==> config.mk <==
export PLATFORM = sky130hd
export DESIGN_NAME = mem_port_arbiter
export DESIGN_NICKNAME = d
export VERILOG_FILES = /design/src/rtl/cpu_pkg.sv /design/src/rtl/arb_timeout_ctr.sv /design/src/rtl/mem_port_arbiter.sv
export SDC_FILE = /design/constraint.sdc
export NUM_CORES = 1
export LEC_CHECK = 0
export ABC_AREA = 1
export CAP_MARGIN = 25
export CORE_AREA = 3 3 151 153
export DETAILED_ROUTE_END_ITERATION = 12
export DIE_AREA = 0 0 154 156
export PLACE_DENSITY = 0.78
export SLEW_MARGIN = 20
export SYNTH_ARGS = -nofsm -noshare
export SYNTH_HDL_FRONTEND = slang
export SYNTH_SLANG_ARGS = --single-unit
==> constraint.sdc <==
create_clock -name clk_i -period 3.6 [get_ports clk_i]
set_input_delay 0.54 -clock clk_i [delete_from_list [all_inputs] [get_ports clk_i]]
set_output_delay 0.54 -clock clk_i [all_outputs]
set_load 0.005 [all_outputs]
==> src/rtl/cpu_pkg.sv <==
/*------------------------------------------------------------------------------
 * Module      : cpu_pkg
 * Description : Shared types and constants for the memory-port arbiter.
 * Revision    : 1.0 - initial release
 *----------------------------------------------------------------------------*/
`default_nettype none

package cpu_pkg;

  typedef enum logic [1:0] {
    IDLE   = 2'd0,
    BUSY_I = 2'd1,
    BUSY_D = 2'd2
  } arb_state_e;

  // Access widths, RISC-V funct3 encoding
  localparam logic [2:0] MEM_WID_B  = 3'b000;
  localparam logic [2:0] MEM_WID_H  = 3'b001;
  localparam logic [2:0] MEM_WID_W  = 3'b010;
  localparam logic [2:0] MEM_WID_D  = 3'b011;
  localparam logic [2:0] MEM_WID_BU = 3'b100;
  localparam logic [2:0] MEM_WID_HU = 3'b101;
  localparam logic [2:0] MEM_WID_WU = 3'b110;

endpackage

`default_nettype wire

==> src/rtl/arb_timeout_ctr.sv <==
/*------------------------------------------------------------------------------
 * Module      : arb_timeout_ctr
 * Description : Busy-cycle counter; flags the TIMEOUT_CYC-th enabled cycle.
 * Revision    : 1.0 - initial release
 *----------------------------------------------------------------------------*/
`default_nettype none

module arb_timeout_ctr #(
  parameter int TIMEOUT_CYC = 32
) (
  input  logic clk_i,
  input  logic rst_i,
  input  logic load_i,
  input  logic en_i,
  output logic expire_o
);

  generate
    if (TIMEOUT_CYC == 0) begin : g_disabled
      logic w_unused;
      assign w_unused = &{1'b0, clk_i, rst_i, load_i, en_i};
      assign expire_o = 1'b0;
    end else begin : g_enabled
      localparam int CW = (TIMEOUT_CYC > 1) ? $clog2(TIMEOUT_CYC) : 1;
      logic [CW-1:0] r_cnt;

      always_ff @(posedge clk_i) begin
        if (rst_i || load_i) begin
          r_cnt <= '0;
        end else if (en_i) begin
          r_cnt <= r_cnt + 1'b1;
        end
      end

      // First enabled cycle sees 0, so the last allowed cycle sees TIMEOUT_CYC-1
      assign expire_o = en_i && (r_cnt == CW'(TIMEOUT_CYC - 1));
    end
  endgenerate

endmodule

`default_nettype wire

==> src/rtl/mem_port_arbiter.sv <==
/*------------------------------------------------------------------------------
 * Module      : mem_port_arbiter
 * Description : Serialises IF and MEM-stage accesses onto one single-port RAM.
 * Revision    : 1.0 - initial release
 *----------------------------------------------------------------------------*/
`default_nettype none

module mem_port_arbiter
  import cpu_pkg::*;
#(
  parameter int DATA_WIDTH   = 64,
  parameter int ADDR_WIDTH   = 16,
  parameter int STARVE_LIMIT = 4,
  parameter int TIMEOUT_CYC  = 32
) (
  input  logic                  clk_i,
  input  logic                  rst_i,
  input  logic                  i_req_i,
  input  logic [ADDR_WIDTH-1:0] i_addr_i,
  output logic                  i_gnt_o,
  output logic                  i_rvalid_o,
  output logic [DATA_WIDTH-1:0] i_rdata_o,
  input  logic                  flush_i,
  input  logic                  d_req_i,
  input  logic                  d_we_i,
  input  logic [ADDR_WIDTH-1:0] d_addr_i,
  input  logic [DATA_WIDTH-1:0] d_wdata_i,
  input  logic [2:0]            d_wid_i,
  output logic                  d_gnt_o,
  output logic                  d_rvalid_o,
  output logic [DATA_WIDTH-1:0] d_rdata_o,
  output logic                  mem_req_o,
  output logic                  mem_we_o,
  output logic [ADDR_WIDTH-1:0] mem_addr_o,
  output logic [DATA_WIDTH-1:0] mem_wdata_o,
  output logic [2:0]            mem_wid_o,
  input  logic                  mem_ready_i,
  input  logic [DATA_WIDTH-1:0] mem_rdata_i,
  output logic                  bus_err_o
);

  localparam int SW = $clog2(STARVE_LIMIT + 1);

  arb_state_e            r_state, w_state_nxt;
  logic [SW-1:0]         r_starve_cnt;
  logic                  r_drop;
  logic                  r_we;
  logic [ADDR_WIDTH-1:0] r_addr;
  logic [DATA_WIDTH-1:0] r_wdata;
  logic [2:0]            r_wid;
  logic                  r_i_rvalid, r_d_rvalid, r_bus_err;
  logic [DATA_WIDTH-1:0] r_i_rdata, r_d_rdata;

  logic w_busy, w_ready, w_expire, w_done, w_drop, w_i_done, w_d_done;
  logic w_i_gnt, w_d_gnt, w_if_live, w_if_pri;

  assign w_busy    = (r_state != IDLE);
  assign w_ready   = w_busy && mem_ready_i;
  assign w_done    = w_ready || w_expire;
  assign w_drop    = r_drop || flush_i;
  assign w_i_done  = (r_state == BUSY_I) && w_done;
  assign w_d_done  = (r_state == BUSY_D) && w_done;
  // A flushed fetch is treated as absent so the data side is not blocked by it
  assign w_if_live = i_req_i && !flush_i;
  assign w_if_pri  = w_if_live && (r_starve_cnt == SW'(STARVE_LIMIT));

  arb_timeout_ctr #(
    .TIMEOUT_CYC (TIMEOUT_CYC)
  ) u_timeout (
    .clk_i    (clk_i),
    .rst_i    (rst_i),
    .load_i   (w_i_gnt || w_d_gnt),
    .en_i     (w_busy),
    .expire_o (w_expire)
  );

  always_ff @(posedge clk_i) begin
    if (rst_i) r_state <= IDLE;
    else       r_state <= w_state_nxt;
  end

  always_comb begin
    w_state_nxt = r_state;
    unique case (r_state)
      IDLE: begin
        if (w_d_gnt)      w_state_nxt = BUSY_D;
        else if (w_i_gnt) w_state_nxt = BUSY_I;
      end
      BUSY_I, BUSY_D: begin
        if (w_done) w_state_nxt = IDLE;
      end
      default: w_state_nxt = IDLE;
    endcase
  end

  always_comb begin
    w_i_gnt   = 1'b0;
    w_d_gnt   = 1'b0;
    mem_req_o = w_busy;
    if ((r_state == IDLE) && !rst_i) begin
      w_d_gnt = d_req_i && !w_if_pri;
      w_i_gnt = w_if_live && !w_d_gnt;
    end
  end

  assign i_gnt_o = w_i_gnt;
  assign d_gnt_o = w_d_gnt;

  always_ff @(posedge clk_i) begin
    if (rst_i) begin
      r_starve_cnt <= '0;
    end else if (w_i_gnt || ((r_state == IDLE) && !i_req_i)) begin
      r_starve_cnt <= '0;
    end else if (w_d_gnt && i_req_i && (r_starve_cnt != SW'(STARVE_LIMIT))) begin
      r_starve_cnt <= r_starve_cnt + 1'b1;
    end
  end

  always_ff @(posedge clk_i) begin
    if (rst_i) begin
      r_we    <= 1'b0;
      r_addr  <= '0;
      r_wdata <= '0;
      r_wid   <= 3'b000;
    end else if (w_d_gnt) begin
      r_we    <= d_we_i;
      r_addr  <= d_addr_i;
      r_wdata <= d_wdata_i;
      r_wid   <= d_wid_i;
    end else if (w_i_gnt) begin
      r_we    <= 1'b0;
      r_addr  <= i_addr_i;
      r_wdata <= '0;
      r_wid   <= MEM_WID_D;
    end
  end

  always_ff @(posedge clk_i) begin
    if (rst_i || w_done)                        r_drop <= 1'b0;
    else if ((r_state == BUSY_I) && flush_i)    r_drop <= 1'b1;
  end

  // Timed-out transactions return zero data; ready in the same cycle wins
  always_ff @(posedge clk_i) begin
    if (rst_i) begin
      r_i_rvalid <= 1'b0;
      r_i_rdata  <= '0;
      r_d_rvalid <= 1'b0;
      r_d_rdata  <= '0;
      r_bus_err  <= 1'b0;
    end else begin
      r_i_rvalid <= w_i_done && !w_drop;
      r_i_rdata  <= (w_i_done && !w_drop && w_ready) ? mem_rdata_i : '0;
      r_d_rvalid <= w_d_done;
      r_d_rdata  <= (w_d_done && w_ready && !r_we) ? mem_rdata_i : '0;
      r_bus_err  <= w_expire && !w_ready;
    end
  end

  assign i_rvalid_o  = r_i_rvalid;
  assign i_rdata_o   = r_i_rdata;
  assign d_rvalid_o  = r_d_rvalid;
  assign d_rdata_o   = r_d_rdata;
  assign bus_err_o   = r_bus_err;
  assign mem_we_o    = r_we;
  assign mem_addr_o  = r_addr;
  assign mem_wdata_o = r_wdata;
  assign mem_wid_o   = r_wid;

endmodule

`default_nettype wire
==> impl_summary.log <==
[metrics] initial core utilization: 32.2%
[metrics] Total Nets Final: 1,376
[metrics] number of failing hold endpoints at the final stage: 0
[metrics] Placer Congestion: 0.810
[metrics] core box area: 21,700 sq um
[metrics] share of power burned in registers: 42.5%
[metrics] antenna violations before repair: 2
[metrics] Synth Net Count: 988
[metrics] maximum count of clock buffers along a single path: 3
[metrics] Routed Antenna Nets: 0
[metrics] share of layout cells above drive strength 1: 4.93%
[metrics] WL/cell: 14.3 um
[metrics] Setup Total Neg Slack: 0 ns
[metrics] kind of end point of the critical path: output port
[metrics] hold depth: 2
[metrics] cell internal power dissipation: 4980 uW
[metrics] clk_lat worst skew: 0.53 ns
[metrics] maximum level of the CTS H-tree: 1
[metrics] most heavily used metal layer in global routing: met2
[metrics] Leakage Power: 0.00528 uW
[metrics] fraction of post-synthesis cell area in the top cell type by area: 64.8%
[metrics] Post-Route WL: 21,400 um
[metrics] first-pass GRT wire length: 32,600 um
[metrics] Final Critical Period: 2.67 ns
[metrics] length in cells of the worst reg-to-reg path: 10
[metrics] TritonRoute pass-1 iters: 4
[metrics] most common flop cell mapped by yosys: sky130_fd_sc_hd__dfxtp_1
[metrics] chip height: 156 um
[metrics] share of total power in combinational logic: 17.3%
[metrics] Peak Freq: 374 MHz
[metrics] clock tree root driver cell: sky130_fd_sc_hd__clkbuf_16
[metrics] layout-stage area growth over the synthesis result: 71.3%
[metrics] met2 track utilization from global routing: 31.4%
[metrics] category of the critical setup timing path: flop to output port
[metrics] core utilization of the finished layout: 55.2%
[metrics] via count of the first global-routing pass: 6,231
[metrics] post-CTS clock slew at the launch and capture registers of the worst setup and hold paths: 0.06 ns
[metrics] post-CTS resize count: 0
[metrics] CTS tree: done
[metrics] Hold Slack: 0.443 ns
[metrics] number of enable-type register cells in the synthesized netlist: 0
[metrics] commonest cells in the netlist: sky130_fd_sc_hd__nand2_1 (249), sky130_fd_sc_hd__dfxtp_1 (226), sky130_fd_sc_hd__nor2_1 (147), sky130_fd_sc_hd__inv_1 (82), sky130_fd_sc_hd__nand3_1 (38)
[metrics] total CTS buffers: 25
[metrics] hold buffer count at CTS: 0
[metrics] net switching fraction of the power: 24.9%
[metrics] sequential fraction of the synthesis area: 64.8%
[metrics] worst setup slack after placement: 0.726 ns
[metrics] largest driver fanout on the critical path: 6
[metrics] final routed DRC violation total: 0
[metrics] Yosys warning count: 0
[metrics] Hold Path Origin: mem_wdata_o[11]
[metrics] I/O Pins: 388
[metrics] half-perimeter wire length after placement: 15,700 um
[metrics] Hold/Removal Path Class: flop to flop
[metrics] Worst Clk Skew: 0.0174 ns
[metrics] outcome: complete, no violations
[metrics] slew at the pin closest to its max-slew limit: 0.846 ns
[metrics] final setup fails: 0
[metrics] drt first-iter violations: 223
[metrics] total standard cell area after synthesis: 6990 sq um
[metrics] Tot GR Track Use: 16.8%
[metrics] clock sink count: 226
[metrics] Final Slew Violations: 0
[metrics] Tcrit/Tclk final: 74.2%
[metrics] cell taking the most area after synthesis: sky130_fd_sc_hd__dfxtp_1
[metrics] Max Cap Viol: 0
[metrics] maximum number of pins on one net before global-route repair: 85
[metrics] worst IR drop on VDD: 0.486 mV
[metrics] buffers inserted by post-CTS timing repair: 0
[metrics] FF+latch count, synth: 226
[metrics] number of vias per cell after detailed routing: 4.20
[metrics] launch point of the worst reg-to-reg path: r_state[0]
[metrics] Sw Pwr: 1650 uW
[metrics] Mean Syn Cell Area: 8.61 sq um
[metrics] power per unit of standard cell area: 554 nW/um^2
[metrics] residual overflow from global routing: 0
[metrics] met3 Usage GRT: 5.49%
[metrics] worst path arrival time: 2.13 ns
[metrics] smallest setup slack after layout: 0.928 ns
[metrics] met1 Resource Use GR: 18.1%
[metrics] setup repair after global routing missed its margin: false
[metrics] Total Die Area: 24,000 sq um
[metrics] die extent in x: 154 um
[metrics] most common cell in the netlist: sky130_fd_sc_hd__nand2_1
[metrics] async set-reset flop share out of synthesis: 0%
[metrics] row count: 54
[metrics] Via Count: 6,289
[metrics] clock network power share: 40.2%
[metrics] required arrival time at the worst endpoint: 3.06 ns
[metrics] worst hold path endpoint: mem_wdata_o[11]
[metrics] synth top area cells: sky130_fd_sc_hd__dfxtp_1 (65%), sky130_fd_sc_hd__nand2_1 (13%), sky130_fd_sc_hd__nor2_1 (7.9%)
[metrics] setup slack of the worst register-to-register path: 1.15 ns
[metrics] Port Buffers: 387
[metrics] CP startpoint kind: flop
[metrics] relative slew slack: 43.6%
[metrics] endpoint of the lowest-slack register-to-register path: i_rdata_o[35]
[metrics] post-synthesis instance total: 811
[metrics] Unique masters post-synth: 24
-- logic make-up (layout without fill, tap and decap cells) --
group / count (synthesis) / after routing / synth area share (%)
simple gates: 444 / 444 / 25.2
flops: 226 / 226 / 64.8
buf+inv: 119 / 525 / 7.56
compound gates: 13 / 13 / 0.985
fa+ha+maj: 7 / 7 / 1.25
xor+xnor: 2 / 2 / 0.251
other cells: 0 / 1 / 0
-- power by group through the flow --
| stage | sequential (uW) | combinational [uW] | clock, uW |
|---|---|---|---|
| after floorplan | 2880 | 452 | 0 |
| after global placement | 2860 | 1150 | 0 |
| after detailed placement | 2870 | 1160 | 0 |
| after CTS | 2820 | 1170 | 2740 |
| after global routing | 2840 | 1270 | 2850 |
| final | 2820 | 1150 | 2670 |
-- flip-flops by register name, summed over array words and instances (netlist names) --
register                   cells
mem_we_o                       1
d_rdata_o                     64
i_rdata_o                     64
i_rvalid_o                     1
mem_addr_o                    16
r_starve_cnt                   3
r_drop                         1
d_rvalid_o                     1
r_state                        2
mem_wdata_o                   64
mem_wid_o                      3
bus_err_o                      1
u_timeout.g_enabled.r_cnt      5
-- layout by cell type (no fill, tap or decap) --
cell | netlist | layout
sky130_fd_sc_hd__nor3_1 | 3 | 3
sky130_fd_sc_hd__clkbuf_1 | 9 | 3
sky130_fd_sc_hd__a21boi_0 | 1 | 1
sky130_fd_sc_hd__nand3_2 | 1 | 1
sky130_fd_sc_hd__clkdlybuf4s50_1 | 0 | 387
sky130_fd_sc_hd__a21oi_1 | 5 | 5
sky130_fd_sc_hd__xor2_1 | 2 | 2
sky130_fd_sc_hd__nand3_1 | 38 | 38
sky130_fd_sc_hd__nand2_2 | 2 | 2
sky130_fd_sc_hd__inv_8 | 0 | 1
sky130_fd_sc_hd__ha_1 | 7 | 7
sky130_fd_sc_hd__buf_12 | 0 | 2
sky130_fd_sc_hd__dfxtp_1 | 226 | 226
sky130_fd_sc_hd__clkbuf_16 | 0 | 25
sky130_fd_sc_hd__clkinv_2 | 0 | 4
sky130_fd_sc_hd__o21ai_0 | 5 | 5
sky130_fd_sc_hd__inv_16 | 0 | 1
sky130_fd_sc_hd__clkbuf_8 | 0 | 7
sky130_fd_sc_hd__inv_1 | 82 | 81
sky130_fd_sc_hd__nor2_4 | 1 | 1
sky130_fd_sc_hd__inv_2 | 5 | 6
sky130_fd_sc_hd__diode_2 | 0 | 1
sky130_fd_sc_hd__clkinvlp_4 | 0 | 1
sky130_fd_sc_hd__nand2_1 | 249 | 249
sky130_fd_sc_hd__nor2_1 | 147 | 147
sky130_fd_sc_hd__bufinv_16 | 0 | 3
sky130_fd_sc_hd__buf_4 | 1 | 4
sky130_fd_sc_hd__nand4_1 | 1 | 1
sky130_fd_sc_hd__a31oi_1 | 1 | 1
sky130_fd_sc_hd__nor4_4 | 1 | 1
sky130_fd_sc_hd__nor2_2 | 1 | 1
sky130_fd_sc_hd__o21ai_1 | 1 | 1
-- worst max-delay path, stage by stage (launching register included) --
cell and delay, ns:
sky130_fd_sc_hd__dfxtp_1 0.33, sky130_fd_sc_hd__inv_1 0.08, sky130_fd_sc_hd__ha_1 0.29, sky130_fd_sc_hd__nand2_1 0.14
sky130_fd_sc_hd__inv_2 0.06, sky130_fd_sc_hd__nand3_1 0.10, sky130_fd_sc_hd__inv_2 0.07, sky130_fd_sc_hd__clkdlybuf4s50_1 0.53
-- stage by stage --
| stage | total power, uW | instance area (sq um) | instances |
|---|---|---|---|
| CTS | 6730 | 12000 | 1497 |
| floorplan | 3330 | 6990 | 811 |
| global route | 6960 | 12000 | 1498 |
| finish | 6630 | 12000 | 1498 |
| detailed placement | 4030 | 11100 | 1452 |
| global placement | 4010 | 11100 | 1452 |
-- area by class of cell --
cell class / instances / area, sq um
inverter: 87 / 327
clock buffer: 35 / 733
antenna: 1 / 2.50
fill: 1900 / 9730
timing repair buffer: 393 / 3940
sequential: 226 / 4520
tap: 280 / 350
multi-input combinational: 466 / 1930
clock inverter: 10 / 149
-- worst max path at each step --
stage                           from  depth (start not counted)  slack, ns              end
after floorplan           r_state[0]                          8       1.73          d_gnt_o
after global placement         rst_i                         10       0.74  r_starve_cnt[1]
after detailed placement       rst_i                         10       0.73  r_starve_cnt[1]
after CTS                 r_state[1]                          7       0.88          d_gnt_o
after global routing      r_state[1]                          7       0.74          i_gnt_o
final                     r_state[1]                          7       0.93          d_gnt_o
-- metal layers --
metal,vias to the layer above,wire length [um]
li1,3191,-
met1,2785,8100
met2,270,10800
met3,41,1900
met4,2,568
met5,-,13
Note: power is estimated with default switching activity, not from simulation.
